<file path="src/rtl/mux_scan_sequencer_if.sv">
// rtl/mux_scan_sequencer_if.sv - mux-select, sample input and byte handshake bundle for mux_scan_sequencer
interface mux_scan_sequencer_if;
  logic       start;
  logic       mux_out;
  logic       s0;
  logic       s1;
  logic       s2;
  logic [7:0] data;
  logic       valid;
  logic       ready;
  logic       busy;

  modport master (
    input  start, mux_out, ready,
    output s0, s1, s2, data, valid, busy
  );

  modport slave (
    output start, mux_out, ready,
    input  s0, s1, s2, data, valid, busy
  );
endinterface

</file>
<file path="src/rtl/mux_scan_sequencer.sv">
// rtl/mux_scan_sequencer.sv - steps an 8:1 mux tree through channels 0..7 and packs the samples into a byte
// Optional feature: SCAN_CONTINUOUS_EN restarts the scan on every HOLD handshake.
module mux_scan_sequencer #(
  parameter int SETTLE_CYCLES = 1
) (
  input  logic                 clk,
  input  logic                 rst_n,
  mux_scan_sequencer_if.master bus
);
  localparam logic [3:0] LP_SETTLE = 4'(SETTLE_CYCLES);

  typedef enum logic [1:0] {
    ST_IDLE,
    ST_SETTLE,
    ST_SAMPLE,
    ST_HOLD
  } state_t;

  state_t     r_state, w_state_nxt;
  logic [2:0] r_idx, w_idx_nxt;
  logic [3:0] r_cnt, w_cnt_nxt;
  logic [7:0] r_cap, w_cap_nxt;
  logic [7:0] r_data, w_data_nxt;

  always_ff @(posedge clk or negedge rst_n) begin
    if (!rst_n) begin
      r_state <= ST_IDLE;
      r_idx   <= 3'd0;
      r_cnt   <= 4'd0;
      r_cap   <= 8'h00;
      r_data  <= 8'h00;
    end else begin
      r_state <= w_state_nxt;
      r_idx   <= w_idx_nxt;
      r_cnt   <= w_cnt_nxt;
      r_cap   <= w_cap_nxt;
      r_data  <= w_data_nxt;
    end
  end

  always_comb begin
    w_state_nxt = r_state;
    w_idx_nxt   = r_idx;
    w_cnt_nxt   = r_cnt;
    w_cap_nxt   = r_cap;
    w_data_nxt  = r_data;
    case (r_state)
      ST_IDLE: begin
        w_idx_nxt = 3'd0;
        if (bus.start) begin
          w_state_nxt = ST_SETTLE;
          w_cnt_nxt   = LP_SETTLE;
        end
      end
      ST_SETTLE: begin
        w_cnt_nxt = r_cnt - 4'd1;
        if (r_cnt == 4'd1) begin
          w_state_nxt = ST_SAMPLE;
        end
      end
      ST_SAMPLE: begin
        w_cap_nxt[r_idx] = bus.mux_out;
        // Channel 7 is still only on the mux output, so it bypasses cap into data.
        if (r_idx == 3'd7) begin
          w_data_nxt  = {bus.mux_out, r_cap[6:0]};
          w_idx_nxt   = 3'd0;
          w_state_nxt = ST_HOLD;
        end else begin
          w_idx_nxt   = r_idx + 3'd1;
          w_cnt_nxt   = LP_SETTLE;
          w_state_nxt = ST_SETTLE;
        end
      end
      ST_HOLD: begin
        if (bus.ready) begin
`ifdef SCAN_CONTINUOUS_EN
          w_state_nxt = ST_SETTLE;
          w_idx_nxt   = 3'd0;
          w_cnt_nxt   = LP_SETTLE;
`else
          w_state_nxt = ST_IDLE;
`endif
        end
      end
      default: begin
        w_state_nxt = ST_IDLE;
      end
    endcase
  end

  assign bus.s0    = r_idx[2];
  assign bus.s1    = r_idx[1];
  assign bus.s2    = r_idx[0];
  assign bus.data  = r_data;
  assign bus.valid = (r_state == ST_HOLD);
  assign bus.busy  = (r_state == ST_SETTLE) || (r_state == ST_SAMPLE);
endmodule

</file>
<file path="src/flat_wrapper.sv">
// flat-port wrapper written by rule: the top's interface ports become plain ports
module mux_scan_sequencer_flat 
#(
  parameter int SETTLE_CYCLES = 1
)
  (clk, rst_n, bus_start, bus_mux_out, bus_ready, bus_s0, bus_s1, bus_s2, bus_data, bus_valid, bus_busy);
  mux_scan_sequencer_if bus_i ();
  input  logic clk;
  input  logic rst_n;
  input wire logic [$bits(bus_i.start)-1:0] bus_start;
  input wire logic [$bits(bus_i.mux_out)-1:0] bus_mux_out;
  input wire logic [$bits(bus_i.ready)-1:0] bus_ready;
  output wire logic [$bits(bus_i.s0)-1:0] bus_s0;
  output wire logic [$bits(bus_i.s1)-1:0] bus_s1;
  output wire logic [$bits(bus_i.s2)-1:0] bus_s2;
  output wire logic [$bits(bus_i.data)-1:0] bus_data;
  output wire logic [$bits(bus_i.valid)-1:0] bus_valid;
  output wire logic [$bits(bus_i.busy)-1:0] bus_busy;
  assign bus_i.start = bus_start;
  assign bus_i.mux_out = bus_mux_out;
  assign bus_i.ready = bus_ready;
  assign bus_s0 = bus_i.s0;
  assign bus_s1 = bus_i.s1;
  assign bus_s2 = bus_i.s2;
  assign bus_data = bus_i.data;
  assign bus_valid = bus_i.valid;
  assign bus_busy = bus_i.busy;
  mux_scan_sequencer #(.SETTLE_CYCLES(SETTLE_CYCLES)) u_core (.clk(clk), .rst_n(rst_n), .bus(bus_i));
endmodule
</file>
<file path="config.mk">
export PLATFORM = sky130hd
export DESIGN_NAME = mux_scan_sequencer_flat
export DESIGN_NICKNAME = d
export VERILOG_FILES = /design/src/rtl/mux_scan_sequencer_if.sv /design/src/rtl/mux_scan_sequencer.sv /design/src/flat_wrapper.sv
export SDC_FILE = /design/constraint.sdc
export NUM_CORES = 1
export LEC_CHECK = 0
export CORE_UTILIZATION = 32
export CTS_BUF_LIST = sky130_fd_sc_hd__clkbuf_16
export DETAILED_ROUTE_END_ITERATION = 10
export GPL_ROUTABILITY_DRIVEN = 0
export PLACE_DENSITY = 0.62
export SLEW_MARGIN = 20
export SYNTH_ARGS = -nofsm -noshare
export SYNTH_HDL_FRONTEND = slang
export SYNTH_SLANG_ARGS = --single-unit
</file>
<file path="constraint.sdc">
create_clock -name clk -period 4.85 [get_ports clk]
set_input_delay 0.97 -clock clk [delete_from_list [all_inputs] [get_ports clk]]
set_output_delay 0.97 -clock clk [all_outputs]
set_load 0.01 [all_outputs]
</file>
**Yosys cells after proc, flatten, opt, wreduce, memory -nomap -nowiden**

Index checks and enable logic that the tools add are counted.

- Register bits: 25
- Output and inout bits: 13

- $add $sub $neg: 2
- Equal/unequal tests: 9
- Order comparisons: 2
- Reductions and logical operators: 8
- Muxes and demuxes: 13

Operators by type and width:

| operator | count |
|---|---|
| $pmux W4 S3 | 1 |
| $bwmux W8 | 1 |
| $mux W2 | 4 |
| $mux W4 | 2 |
| $pmux W2 S4 | 1 |
| $ne A2 B2 Y1 const B | 3 |
| $pmux W3 S2 | 1 |
| $reduce_and A3 Y1 | 2 |
| $eq A2 B2 Y1 const B | 2 |
| $eq A4 B1 Y1 const B | 1 |
| $lt A3 B4 Y1 const B | 1 |
| $sub A4 B1 Y4 const B | 1 |
| $add A3 B1 Y3 const B | 1 |
| $demux W1 S3 | 1 |
| $eq A3 B3 Y1 const B | 1 |
| $ge A3 B1 Y1 const B | 1 |
| $mux W3 | 1 |
| $reduce_bool A3 Y1 | 1 |
| $eq A2 B1 Y1 const B | 1 |
| $logic_not A2 Y1 | 1 |
| $ne A2 B1 Y1 const B | 1 |
| $reduce_and A2 Y1 | 1 |
| $reduce_bool A2 Y1 | 1 |
| $logic_and A1 B1 Y1 | 1 |
| 2 further kinds | 2 |

**Depth between registers and ports, before layout**

- Depth after elaboration: 5
- Mapped depth: 8

**Worst setup path before layout**

No wires, ideal clock.

- Path type: reg2reg
- From: register u_core.r_idx[1]
- To: register u_core.r_cnt[2]
- Data arrival time: 1.701 ns
- Cell stages (with the launch flop): 8
- Library setup time: 0.137 ns
- Clock period less this slack: 1.838 ns
- Path slack: 3.012 ns
- Required time: 4.713 ns
- Cell sequence: dfrtp_1 -> ha_1 -> ha_1 -> and2_4 -> buf_6 -> buf_2 -> o41ai_1 -> o31ai_1

- Longest elaborated chain between the ends: 3

Ends and longest elaborated chain:

| element | line | source |
|---|---|---|
| start: declaration | mux_scan_sequencer.sv:20 | `logic [2:0] r_idx, w_idx_nxt;` |
| start signal: assignment | mux_scan_sequencer.sv:34 | `r_idx <= w_idx_nxt;` |
| $eq A3 B3 Y1 | mux_scan_sequencer.sv:64 | `if (r_idx == 3'd7) begin` |
| $ne A2 B2 Y1 (no source line) | -- |  |
| $reduce_and A3 Y1 (no source line) | -- |  |
| end signal: assignment | mux_scan_sequencer.sv:35 | `r_cnt <= w_cnt_nxt;` |
| end: declaration | mux_scan_sequencer.sv:21 | `logic [3:0] r_cnt, w_cnt_nxt;` |

No other way between the ends.
A chain may end at the register's enable or synchronous reset.

**Worst setup path after layout**

- From: register u_core.r_state[0]
- To: output bus_busy

- Longest elaborated chain between the ends: 2
- Elaborated cells on any way between the ends: 3
- Classes of those cells: eq/ne (2); reduce/logical (1)

Ends and longest elaborated chain:

| element | line | source |
|---|---|---|
| start: declaration | mux_scan_sequencer.sv:19 | `state_t r_state, w_state_nxt;` |
| start signal: assignment | mux_scan_sequencer.sv:33 | `r_state <= w_state_nxt;` |
| $eq A2 B1 Y1 or $eq A2 B2 Y1 (tied branches) | mux_scan_sequencer.sv:96 | `assign bus.busy = (r_state == ST_SETTLE) \|\| (r_state == ST_SAMPLE);` |
| $logic_or A1 B1 Y1 (*) | mux_scan_sequencer.sv:96 |  |
| end: declaration | flat_wrapper.sv:18 | `output wire logic [$bits(bus_i.busy)-1:0] bus_busy;` |

Mark *: on every way between the ends. The rest lies on a longest branch, timed or not.

==> flow_summary.json <==
{
  "postCtsSetupRepairBufs": 0,
  "crit_path_max_incr_delay_ns": 0.53,
  "power_leakage_nw": 0.676,
  "synth_edf_count": 0,
  "seq_area_frac_synth_pct": 50.2,
  "row_count": 21,
  "required_ns": 3.88,
  "rsz0062_at_grt": "no",
  "synth-seq-cells": 24,
  "drc": 0,
  "period_minus_slack_ns": 2.55,
  "io_buffers": 17,
  "grt_pass1_vias": 874,
  "fin_nets": 129,
  "dr.pass1.iters": 4,
  "ir_drop_uv": 296,
  "final_layout_size_suffix_gt1_share_pct": 18.4,
  "worstHoldEndpoint": "u_core.r_cap[0]",
  "die_w_um": 63.2,
  "path_buf_inv": 2,
  "arrival_ns": 1.58,
  "cp_top_family": "buffers and inverters",
  "drt-total-wl_um": 2300,
  "final_cell_mix": "dfrtp_1 (24), clkdlybuf4s50_1 (16), mux2_2 (14)",
  "drt_iter0_drc": 8,
  "clock-sinks": 24,
  "holdPathStages": 1,
  "worstHoldPathType": "flip-flop to flip-flop",
  "hold_violations": 0,
  "fin_setup_tns_ns": 0,
  "reg2reg_depth": 5,
  "dp_hpwl_um": 1590,
  "path_cells": "inv_1 > ha_1 > clkdlybuf4s50_1",
  "setup_viol": 0,
  "die_h_um": 63.2,
  "syn_nets": 110,
  "antenna_found_initial": 0,
  "grt_overflow_total": 0,
  "clk_latency_ns": 0.26,
  "final_cells": 160,
  "final_common_cell": "dfrtp_1",
  "ys_types": 29,
  "holdBufCountCts": 0,
  "design_area_mm2": 0.00150,
  "r2r_setup_slack_ns": 3.00,
  "dieArea_mm2": 0.00399,
  "fp.coreArea_mm2": 0.00347,
  "synth_cells": 96,
  "vias": 798,
  "powerDensity_mw_per_mm2": 585,
  "crit_slowest_cell": "clkdlybuf4s50_1",
  "cp-end-kind": "output pin",
  "drt.antenna.violating_nets": 0,
  "insertedDiodeCount": 0,
  "path_clk_slew_ns": 0.06,
  "root_buffer": "clkbuf_16",
  "worst_pin_slew_ns": 0.550,
  "ctsResizeCount": 0,
  "numCtsBuffers": 3,
  "ys_warn_count": 0,
  "cts_tree": "done",
  "via_per_inst": 4.99,
  "crit_cells": 3,
  "path_max_fanout": 5,
  "min-delay-start": "u_core.r_cap[0]",
  "slew_headroom_pct": 63.4,
  "clk_path_buf_depth": 2,
  "grt_pass1_wl_um": 4040,
  "post-route-period-util_pct": 52.6,
  "final.setup_skew_ns": 0.00182,
  "ctsHtreeMaxLevel": 1,
  "synthFlopType": "dfrtp_1",
  "critPathLaunchType": "flip-flop",
  "avgSynthCellArea_um2": 12.5,
  "area_growth_syn_to_layout_pct": 25.1,
  "fmax_mhz": 392,
  "status": "completed",
  "placedCellCount": 156,
  "utilization_pct": 43.2,
  "r2r-start": "u_core.r_state[0]",
  "io_pins": 18,
  "initial_utilization_pct": 34.5,
  "slew_viol_final": 0,
  "critical_path_class": "flip-flop to output pin",
  "synthArstFlopShare_pct": 100,
  "wire_per_inst_um": 14.4,
  "gr-usage-all-layers_pct": 13.3,
  "syn_area_mm2": 0.00120,
  "reg2reg_to": "u_core.r_cap[2]",
  "grt_max_degree": 25,
  "placed_area_mm2": 0.00140,
  "p_total_mw": 0.876,
  "cap_viol_max_count": 0
}
## area by class of cell
class / count / area (um2)
fillers: 337 / 1970
flip-flops and latches: 24 / 601
multi-input cells: 63 / 547
repair buffers: 17 / 165
clock buffers: 3 / 75.1
well taps: 46 / 57.6
clock inverters: 1 / 30.0
inverters: 6 / 22.5
## logic make-up (layout without fill, tap and decap cells)
group / after synthesis / after routing / share of synthesized area, %
mux: 16 / 16 / 14.9
fa+ha+maj: 9 / 9 / 9.40
simple gates: 24 / 24 / 12.1
buf+inv: 9 / 27 / 4.18
compound gates: 14 / 14 / 9.20
flops: 24 / 24 / 50.2
## registers in the layout (all words and copies together), names as in the netlist
signal,flops
u_core.bus.data,8
u_core.r_cap,7
u_core.r_cnt,4
u_core.r_idx,3
u_core.r_state,2
## Yosys cell counts (2+ instances only)
cell	instances	area (um2)
buf_6	2	22.5
dfrtp_1	24	601
ha_1	9	113
inv_1	6	22.5
mux2_2	14	158
nand2_1	4	15.0
nand2b_1	2	12.5
nand4b_1	2	17.5
nor2_1	4	15.0
nor2b_1	3	18.8
nor3_1	3	15.0
nor3b_1	2	15.0
o31ai_1	4	30.0
o41ai_1	2	17.5
## how the worst max path moves through the flow
stage	from	to	slack, ns
4_1_cts	u_core.r_state[0]	bus_busy	2.28
5_1_grt	u_core.r_state[0]	bus_busy	2.25
3_5_place_dp	rst_n	u_core.bus.data[4]	2.51
3_3_place_gp	rst_n	u_core.bus.data[0]	2.59
6_report	u_core.r_state[0]	bus_busy	2.30
2_1_floorplan	u_core.r_idx[1]	u_core.r_cnt[2]	3.01
## routing by layer
layer / global-route usage, % / vias up / routed length (um)
met5: 0 / - / 0
met4: 5.68 / 0 / 35
met3: 5.07 / 5 / 137
met2: 22.6 / 19 / 1100
met1: 14.6 / 391 / 1030
li1: - / 383 / -
## power by group
group	leakage, nW	internal [mW]	switching, mW	total, mW
combinational	0.311	0.168	0.155	0.323
clock	0.0511	0.164	0.0691	0.233
sequential	0.314	0.263	0.0563	0.320
## through the flow
stage,hold slack (ns),worst slack [ns]
global route,0.516,2.25
global placement,0.469,2.59
floorplan,0.452,3.01
detailed placement,0.484,2.51
CTS,0.496,2.28
finish,0.488,2.30
(Power assumes the default switching activity.)
